File: config.mk
export PLATFORM = sky130hd
export DESIGN_NAME = iic_pll_rst_gen
export DESIGN_NICKNAME = d
export VERILOG_FILES = /design/src/rtl/iic_pll_pkg.sv /design/src/rtl/iic_sync_2ff.sv /design/src/rtl/iic_pll_rst_gen.sv
export SDC_FILE = /design/constraint.sdc
export NUM_CORES = 1
export LEC_CHECK = 0
export ABC_AREA = 1
export BUFFER_PORTS_ARGS = -buffer_cell sky130_fd_sc_hd__buf_4
export CORE_UTILIZATION = 60
export CTS_CLUSTER_SIZE = 12
export DETAILED_ROUTE_END_ITERATION = 7
export PLACE_DENSITY_LB_ADDON = 0.25
export REMOVE_ABC_BUFFERS = 1
export SYNTH_ARGS = -nofsm -noshare
export SYNTH_HDL_FRONTEND = slang
export SYNTH_SLANG_ARGS = --single-unit
File: constraint.sdc
create_clock -name clkin1 -period 2.9 [get_ports clkin1]
set_clock_uncertainty 0.15 [all_clocks]
set_input_delay 0 -clock clkin1 [delete_from_list [all_inputs] [get_ports clkin1]]
set_output_delay 0 -clock clkin1 [all_outputs]
set_load 0.05 [all_outputs]
File: src/rtl/iic_pll_pkg.sv
// Shared definitions for the IIC PLL reset generator: sequencer state encoding,
// timing defaults, lock-loss counter width and the shared-counter sizing helper.
package iic_pll_pkg;

    localparam int LOCK_STABLE_CYC_DEF  = 256;
    localparam int RST_HOLD_CYC_DEF     = 64;
    localparam int LOCK_TIMEOUT_CYC_DEF = 4096;
    localparam int PLL_RST_CYC_DEF      = 16;
    localparam int UNLOCK_CNT_W         = 8;

    typedef enum logic [2:0] {
        ST_WAIT_LOCK = 3'd0,
        ST_STABLE    = 3'd1,
        ST_HOLD      = 3'd2,
        ST_RUN       = 3'd3,
        ST_LOST      = 3'd4,
        ST_PLL_RST   = 3'd5
    } pll_state_t;

    // Counter only ever holds (parameter - 1), so clog2 of the largest one suffices.
    function automatic int cnt_width(input int a, input int b, input int c, input int d);
        int m;
        m = a;
        if (b > m) m = b;
        if (c > m) m = c;
        if (d > m) m = d;
        return (m > 1) ? $clog2(m) : 1;
    endfunction

endpackage

File: src/rtl/iic_sync_2ff.sv
// Two-flop synchronizer for a single-bit level crossing into the i_clk domain.
module iic_sync_2ff (
    input  logic i_clk,
    input  logic i_rst,
    input  logic i_d,
    output logic o_q
);

    logic r_meta;
    logic r_sync;

    always_ff @(posedge i_clk) begin
        if (i_rst) begin
            r_meta <= 1'b0;
            r_sync <= 1'b0;
        end else begin
            r_meta <= i_d;
            r_sync <= r_meta;
        end
    end

    assign o_q = r_sync;

endmodule

File: src/rtl/iic_pll_rst_gen.sv
// PLL lock qualifier and reset sequencer for the IIC clkout0 domain, with
// PLL re-reset on lock timeout and sticky lock-loss statistics.
//
//   state      | meaning
//   -----------+-----------------------------------------------------------
//   WAIT_LOCK  | waiting for lock_s; counts up toward the lock timeout
//   STABLE     | lock_s must stay high for LOCK_STABLE_CYC cycles
//   HOLD       | lock qualified; rst_out held for RST_HOLD_CYC more cycles
//   RUN        | rst_out released, ready asserted
//   LOST       | one-cycle lock-loss marker, back to WAIT_LOCK
//   PLL_RST    | pll_rst pulse of PLL_RST_CYC cycles after a timeout
module iic_pll_rst_gen
    import iic_pll_pkg::*;
#(
    parameter int LOCK_STABLE_CYC  = LOCK_STABLE_CYC_DEF,
    parameter int RST_HOLD_CYC     = RST_HOLD_CYC_DEF,
    parameter int LOCK_TIMEOUT_CYC = LOCK_TIMEOUT_CYC_DEF,
    parameter int PLL_RST_CYC      = PLL_RST_CYC_DEF
) (
    input  logic                    clkin1,
    input  logic                    rst,
    input  logic                    lock,
    input  logic                    clr_stat,
    output logic                    pll_rst,
    output logic                    rst_out,
    output logic                    ready,
    output logic                    lock_lost,
    output logic [UNLOCK_CNT_W-1:0] unlock_cnt
);

    localparam int CNT_W = cnt_width(LOCK_STABLE_CYC, RST_HOLD_CYC, LOCK_TIMEOUT_CYC, PLL_RST_CYC);

    localparam logic [CNT_W-1:0]        STABLE_LD  = CNT_W'(LOCK_STABLE_CYC - 1);
    localparam logic [CNT_W-1:0]        HOLD_LD    = CNT_W'(RST_HOLD_CYC - 1);
    localparam logic [CNT_W-1:0]        TIMEOUT_TC = CNT_W'(LOCK_TIMEOUT_CYC - 1);
    localparam logic [CNT_W-1:0]        PLLRST_LD  = CNT_W'(PLL_RST_CYC - 1);
    localparam logic [UNLOCK_CNT_W-1:0] UNLOCK_MAX = '1;
    localparam logic [UNLOCK_CNT_W-1:0] UNLOCK_ONE = UNLOCK_CNT_W'(1);

    logic                    w_lock_s;
    logic                    w_loss;
    pll_state_t              r_state;
    pll_state_t              w_state_nxt;
    logic [CNT_W-1:0]        r_cnt;
    logic [CNT_W-1:0]        w_cnt_nxt;
    logic                    r_pll_rst;
    logic                    r_rst_out;
    logic                    r_ready;
    logic                    r_lock_lost;
    logic [UNLOCK_CNT_W-1:0] r_unlock_cnt;

    iic_sync_2ff u_lock_sync (
        .i_clk (clkin1),
        .i_rst (rst),
        .i_d   (lock),
        .o_q   (w_lock_s)
    );

    // WAIT_LOCK counts elapsed cycles up from zero so a reset leaves the
    // timeout cleared; every other timed state counts down to zero.
    always_comb begin
        w_state_nxt = r_state;
        w_cnt_nxt   = r_cnt;
        w_loss      = 1'b0;
        case (r_state)
            ST_WAIT_LOCK: begin
                if (w_lock_s) begin
                    w_state_nxt = ST_STABLE;
                    w_cnt_nxt   = STABLE_LD;
                end else if (r_cnt == TIMEOUT_TC) begin
                    w_state_nxt = ST_PLL_RST;
                    w_cnt_nxt   = PLLRST_LD;
                end else begin
                    w_cnt_nxt   = r_cnt + 1'b1;
                end
            end
            ST_STABLE: begin
                if (!w_lock_s) begin
                    w_state_nxt = ST_WAIT_LOCK;
                    w_cnt_nxt   = '0;
                end else if (r_cnt == '0) begin
                    w_state_nxt = ST_HOLD;
                    w_cnt_nxt   = HOLD_LD;
                end else begin
                    w_cnt_nxt   = r_cnt - 1'b1;
                end
            end
            ST_HOLD: begin
                if (!w_lock_s) begin
                    w_state_nxt = ST_WAIT_LOCK;
                    w_cnt_nxt   = '0;
                end else if (r_cnt == '0) begin
                    w_state_nxt = ST_RUN;
                end else begin
                    w_cnt_nxt   = r_cnt - 1'b1;
                end
            end
            ST_RUN: begin
                if (!w_lock_s) begin
                    w_state_nxt = ST_LOST;
                    w_loss      = 1'b1;
                end
            end
            ST_LOST: begin
                w_state_nxt = ST_WAIT_LOCK;
                w_cnt_nxt   = '0;
            end
            ST_PLL_RST: begin
                if (r_cnt == '0) begin
                    w_state_nxt = ST_WAIT_LOCK;
                    w_cnt_nxt   = '0;
                end else begin
                    w_cnt_nxt   = r_cnt - 1'b1;
                end
            end
            default: begin
                w_state_nxt = ST_WAIT_LOCK;
                w_cnt_nxt   = '0;
            end
        endcase
    end

    // Outputs decode the next state so they change on the same edge as the state.
    always_ff @(posedge clkin1) begin
        if (rst) begin
            r_state   <= ST_WAIT_LOCK;
            r_cnt     <= '0;
            r_pll_rst <= 1'b0;
            r_rst_out <= 1'b1;
            r_ready   <= 1'b0;
        end else begin
            r_state   <= w_state_nxt;
            r_cnt     <= w_cnt_nxt;
            r_pll_rst <= (w_state_nxt == ST_PLL_RST);
            r_rst_out <= (w_state_nxt != ST_RUN);
            r_ready   <= (w_state_nxt == ST_RUN);
        end
    end

    // A loss event wins over a coincident clear, leaving exactly one event counted.
    always_ff @(posedge clkin1) begin
        if (rst) begin
            r_lock_lost  <= 1'b0;
            r_unlock_cnt <= '0;
        end else if (w_loss) begin
            r_lock_lost  <= 1'b1;
            if (clr_stat) begin
                r_unlock_cnt <= UNLOCK_ONE;
            end else if (r_unlock_cnt != UNLOCK_MAX) begin
                r_unlock_cnt <= r_unlock_cnt + 1'b1;
            end
        end else if (clr_stat) begin
            r_lock_lost  <= 1'b0;
            r_unlock_cnt <= '0;
        end
    end

    assign pll_rst    = r_pll_rst;
    assign rst_out    = r_rst_out;
    assign ready      = r_ready;
    assign lock_lost  = r_lock_lost;
    assign unlock_cnt = r_unlock_cnt;

endmodule

==> results of run 1 <==
==> critical path, cell delays in order, from the launching register on <==
cell	delay, ns
dfxtp_1	0.35
inv_1	0.19
ha_1	0.30
nand2_1	0.11
nor2_1	0.18
nand2_1	0.09
xor2_1	0.17
nand2_1	0.08
nand2_1	0.07
nand2_1	0.06
a21oi_2	0.10
==> flip-flops by register name, indices dropped and copies added (netlist names) <==
signal / cells
lock_lost: 1
pll_rst: 1
r_cnt: 12
r_state: 3
ready: 1
rst_out: 1
u_lock_sync.o_q: 1
u_lock_sync.r_meta: 1
unlock_cnt: 8
==> Yosys cell counts, drive strengths merged <==
cell type,number,area [µm²]
nand2,125,492
inv,50,188
nor2,38,175
nand3,31,170
dfxtp,29,581
a21oi,17,123
o21ai,14,73.8
buf,7,67.6
xor2,6,52.6
ha,4,50.1
nor3,4,25.0
a31oi,2,12.5
nand4,2,12.5
o21bai,2,15.0
a221oi,1,8.76
and2,1,6.26
nand3b,1,7.51
o211ai,1,7.51
or2,1,6.26
==> cell usage in the layout, fill, tap and decap left out, drive strengths merged <==
master,synthesis,routed
nor3,4,4
nand4,2,2
nand2,125,125
inv,50,50
buf,7,15
o21bai,2,2
and2,1,1
dfxtp,29,29
clkinvlp,0,1
nor2,38,38
or2,1,1
a31oi,2,2
clkinv,0,2
o211ai,1,1
o21ai,14,14
a21oi,17,17
a221oi,1,1
nand3b,1,1
nand3,31,31
ha,4,4
clkbuf,0,5
xor2,6,6
dlygate4sd3,0,4
==> kinds of logic after synthesis <==
| group | Yosys count |
|---|---|
| AO/OA/AOI/OAI | 37 |
| flip-flops | 29 |
| XOR/XNOR | 6 |
| buffers and inverters | 57 |
| AND/OR/NAND/NOR | 203 |
| adder cells (fa/ha/maj) | 4 |
==> layout make-up <==
type / count / area share, %
clock buffer: 5 / 1.65
inverter: 50 / 8.27
tap: 44 / 2.43
multi-input combinational: 250 / 54.6
timing repair buffer: 19 / 6.73
sequential: 29 / 25.6
clock inverter: 3 / 0.772
==> final timing paths <==
check,to,from,cells past startpoint,slack (ns)
hold reg to reg,u_lock_sync.o_q$_SDFF_PP0_,u_lock_sync.r_meta$_SDFF_PP0_,2,0.27
setup reg to reg,r_cnt[6]$_SDFFE_PP0P_,r_cnt[0]$_SDFFE_PP0P_,10,0.99
setup / recovery,r_cnt[6]$_SDFFE_PP0P_,r_cnt[0]$_SDFFE_PP0P_,10,0.99
hold / removal,u_lock_sync.o_q$_SDFF_PP0_,u_lock_sync.r_meta$_SDFF_PP0_,2,0.27
==> routing by layer <==
metal | vias up | wire length (µm) | track usage (%)
met5 | - | 0 | 0
met4 | 0 | 68 | 8.77
met3 | 9 | 323 | 6.40
met2 | 80 | 2180 | 45.8
met1 | 944 | 2300 | 40.4
li1 | 1085 | - | -
==> per-stage QoR <==
stage	power [mW]	worst slack (ns)	area (µm²)	utilization (%)
floorplan	0.569	0.835	2010	-
global placement	0.606	1.05	2170	68.9
detailed placement	0.609	1.01	2170	68.9
CTS	0.857	0.994	2270	71.9
global route	0.908	0.811	2270	71.9
finish	0.858	0.987	2270	71.9
==> report_power, final <==
group / total [mW] / internal, mW / switching (mW) / leakage, nW
clock: 0.251 / 0.0912 / 0.160 / 0.0310
sequential: 0.425 / 0.409 / 0.0159 / 0.236
combinational: 0.183 / 0.0658 / 0.117 / 0.864
==> flow_metrics.tcl, run 1 <==
set metrics [dict create \
    end_kind "register" \
    status "completed" \
    synth_warnings 0 \
    critPathKind "register to register" \
    layoutNonFillerInstCount 400 \
    synth.distinct_cells 32 \
    dp.final_hpwl_um 3610 \
    chipWidth_um 60.8 \
    synth_simple_gate_area_share_pct 43.2 \
    drt_iter0_markers 200 \
    multi_input_area_mm2 0.00124 \
    antenna_cells 0 \
    regArea_um2 581 \
    worstMarginPinSlew_ns 0.410 \
    synth-xor-area-share_pct 2.53 \
    synth_compound_area_share_pct 11.6 \
    vias_per_cell 5.30 \
    dieArea_mm2 0.00369 \
    pin_count 16 \
    hold_slack_ns 0.271 \
    period_needed_ns 1.91 \
    globalRoute.totalOverflow 0 \
    syn-cell-area_mm2 0.00207 \
    synth_top_family_by_area "simple AND/OR/NAND/NOR gates" \
    dr_total_vias 2118 \
    wirelength_um 4870 \
    synth_seq_area_share_pct 28.0 \
    ys_ff_latch 29 \
    synth_mux_area_share_pct 0 \
    cts_max_path_buffers 2 \
    drc 0 \
    rows 20 \
    grt_pass1_vias 1819 \
    cp_max_fo 6 \
    post_cts_resized 0 \
    cap_viol_max_count 0 \
    antenna_found_initial 0 \
    grt_max_degree 20 \
    drtPass1Iterations 5 \
    gp_congestion 0.925 \
    p_leak_nw 1.13 \
    synth_adder_area_share_pct 2.41 \
    core_area_mm2 0.00315 \
    post_drt_wl_per_cell_um 12.2 \
    grt_pass1_wl_um 8050 \
    synth_area_per_cell_um2 6.17 \
    rsz0062_at_grt "false" \
    die_y_um 60.8 \
    cts-buffers-inserted 5 \
    clockRootBuffer "clkbuf_4" \
    htree_levels 2 \
    power_density_mw_per_mm2 378 \
    startpoint_type "register" \
    finalSetupViolCount 0 \
    required_ns 3.03 \
    hold_violations 0 \
    cts_tree "built" \
    report.final.slew_viol_count 0 \
    cts_num_sinks 29 \
    portBuffers 15 \
    post_cts_buffers 0 \
    n_fill_cell 276 \
    start_util_pct 65.8 \
    syn_inst 336 \
    worst_skew_pair.late_latency_ns 0.34 \
    max_freq_mhz 523 \
    final.period_utilization_pct 66.0 \
    clk_pin_slew_worst_paths_ns 0.10 \
    grt_usage_pct 29.3 \
    drive_gt1_share_pct 16.3 \
    syn_to_final_growth_pct 9.41 \
    hold_buffers 4 \
    nNetsFinal 363 \
    worstPathArrival_ns 2.04 \
    max-vdd-ir-drop_mv 0.324 \
    detail-route-antenna-nets 0 \
    dp.cells 388 \
    tns_ns 0 \
    relSlewSlack_pct 72.4 \
    hold_class "register to register" \
]
No activity file was read; power rests on OpenSTA's default activity.
==> run 2: changes to the inputs <==
Settings changed: CORE_UTILIZATION 60 to 54.
Clock period 2.9 ns to 1.7 ns, I/O delays scaled along.
==> flow_metrics.tcl, run 2 (synthesis gave the netlist of run 1 again) <==
set metrics [dict create \
    hold_slack_ns 0.252 \
    power_density_mw_per_mm2 618 \
    violations "setup timing" \
    grt_usage_pct 31.1 \
    htree_levels 2 \
    antenna_cells 0 \
    startpoint_type "register" \
    dr_total_vias 2404 \
    cts_max_path_buffers 2 \
    clk_pin_slew_worst_paths_ns 0.07 \
    nNetsFinal 402 \
    final.period_utilization_pct 104 \
    finalSetupViolCount 10 \
    dieArea_mm2 0.00409 \
    dpl_worst_slack_ns -0.0830 \
    clockRootBuffer "clkbuf_8" \
    grt_pass1_wl_um 9790 \
    detail-route-antenna-nets 0 \
    worstMarginPinSlew_ns 0.399 \
    largest_register_ffs 12 \
    drtPass1Iterations 6 \
    cts_tree "built" \
    fin_total_pwr_mw 1.79 \
    p_seq_share_pct 40.8 \
    drive_gt1_share_pct 38.3 \
    layout_common_cells "nand2_1, buf_4, inv_1" \
    cap_viol_max_count 0 \
    final_common_cell "nand2_1" \
    cts_num_sinks 29 \
    critPathKind "register to register" \
    p_sw_share_pct 32.2 \
    period_needed_ns 1.77 \
    netSwitchingPower_uw 577 \
    intPower_mw 1.21 \
    gp_congestion 0.955 \
    dp.final_hpwl_um 4010 \
    regMostFlops "r_cnt" \
    comb_power_share_pct 26.8 \
    required_ns 1.72 \
    max_freq_mhz 565 \
    cts-buffers-inserted 5 \
    antenna_found_initial 0 \
    vias_per_cell 5.44 \
    n_fill_cell 263 \
    status "finished, violations left" \
    drc 0 \
    die_y_um 64.0 \
    grt_max_degree 20 \
    chipWidth_um 64.0 \
    relSlewSlack_pct 73.2 \
    cp_max_fo 4 \
    rsz0062_at_grt "true" \
    max-vdd-ir-drop_mv 0.365 \
    clockPowerShare_pct 32.5 \
    pin_count 16 \
    core_area_mm2 0.00366 \
    worstPathArrival_ns 1.79 \
    syn_to_final_growth_pct 39.7 \
    post_drt_wl_per_cell_um 14.3 \
    end_kind "register" \
    grt_pass1_vias 2212 \
    hold_violations 0 \
    wirelength_um 6330 \
    worst_skew_pair.late_latency_ns 0.28 \
    globalRoute.totalOverflow 0 \
    hold_class "register to register" \
    report.final.slew_viol_count 0 \
    rows 22 \
    portBuffers 15 \
    drt_iter0_markers 181 \
    final.setup.worst_slack_ns -0.0695 \
    p_leak_nw 1.40 \
    start_util_pct 56.6 \
    tns_ns -0.302 \
]
==> run 2: final timing paths <==
check,slack (ns),startpoint,cells after the start,to
worst max-delay path,-0.07,r_cnt[6]$_SDFFE_PP0P_,10,r_cnt[10]$_SDFFE_PP0P_
worst min-delay path,0.25,u_lock_sync.r_meta$_SDFF_PP0_,2,u_lock_sync.o_q$_SDFF_PP0_
worst max register to register,-0.07,r_cnt[6]$_SDFFE_PP0P_,10,r_cnt[10]$_SDFFE_PP0P_
worst min register to register,0.25,u_lock_sync.r_meta$_SDFF_PP0_,2,u_lock_sync.o_q$_SDFF_PP0_
==> run 2: metrics by stage <==
step,util [%],cell area [µm²],instances
detailed placement,66.5,2430,426
global route,79.1,2900,442
global placement,66.5,2430,426
floorplan,-,2010,329
CTS,73.1,2680,440
finish,79.1,2900,442
==> run 2: layout make-up <==
type,count,area [µm²],share of cell area (%)
repair buffers,57,454,15.7
inverters,50,193,6.65
well taps,48,60.1,2.07
clock buffers,7,86.3,2.98
flip-flops and latches,29,592,20.4
multi-input cells,251,1510,52.2
==> run 2: metal layers <==
| metal | up-vias | routed length (µm) | share of wire, % | global-route usage, % |
|---|---|---|---|---|
| met4 | 0 | 320 | 5.1 | 13.1 |
| met1 | 1083 | 2490 | 39 | 36.8 |
| met2 | 116 | 3060 | 48 | 53.3 |
| met3 | 40 | 455 | 7.2 | 7.14 |
| met5 | - | 0 | 0 | 0 |
| li1 | 1165 | - | - | - |
==> run 2: worst max-delay path: stages (launching register included) <==
cell and delay, ns:
dfxtp_1 0.38, nor2_2 0.20, nand2_2 0.12, nor2_4 0.19, nand2_2 0.13, o21ai_2 0.09
nand2_2 0.11, nand2_1 0.08, nand2_1 0.06, nand2_1 0.08, a21oi_2 0.05
==> run 2: repair_timing <==
action,4_1_cts,5_1_grt
gates resized for setup,23,59
hold endpoints to repair,21,0
pin swaps,9,21
buffers inserted,2,2
cloned,1,0
setup endpoints to repair,18,25
hold buffers,4,0
==> run 2: power groups by stage <==
stage | logic, mW | clock network (mW) | registers, mW
3_3_place_gp | 0.345 | 0 | 0.735
4_1_cts | 0.393 | 0.583 | 0.721
5_1_grt | 0.518 | 0.619 | 0.732
6_report | 0.479 | 0.582 | 0.730
3_5_place_dp | 0.350 | 0 | 0.736
2_1_floorplan | 0.237 | 0 | 0.733
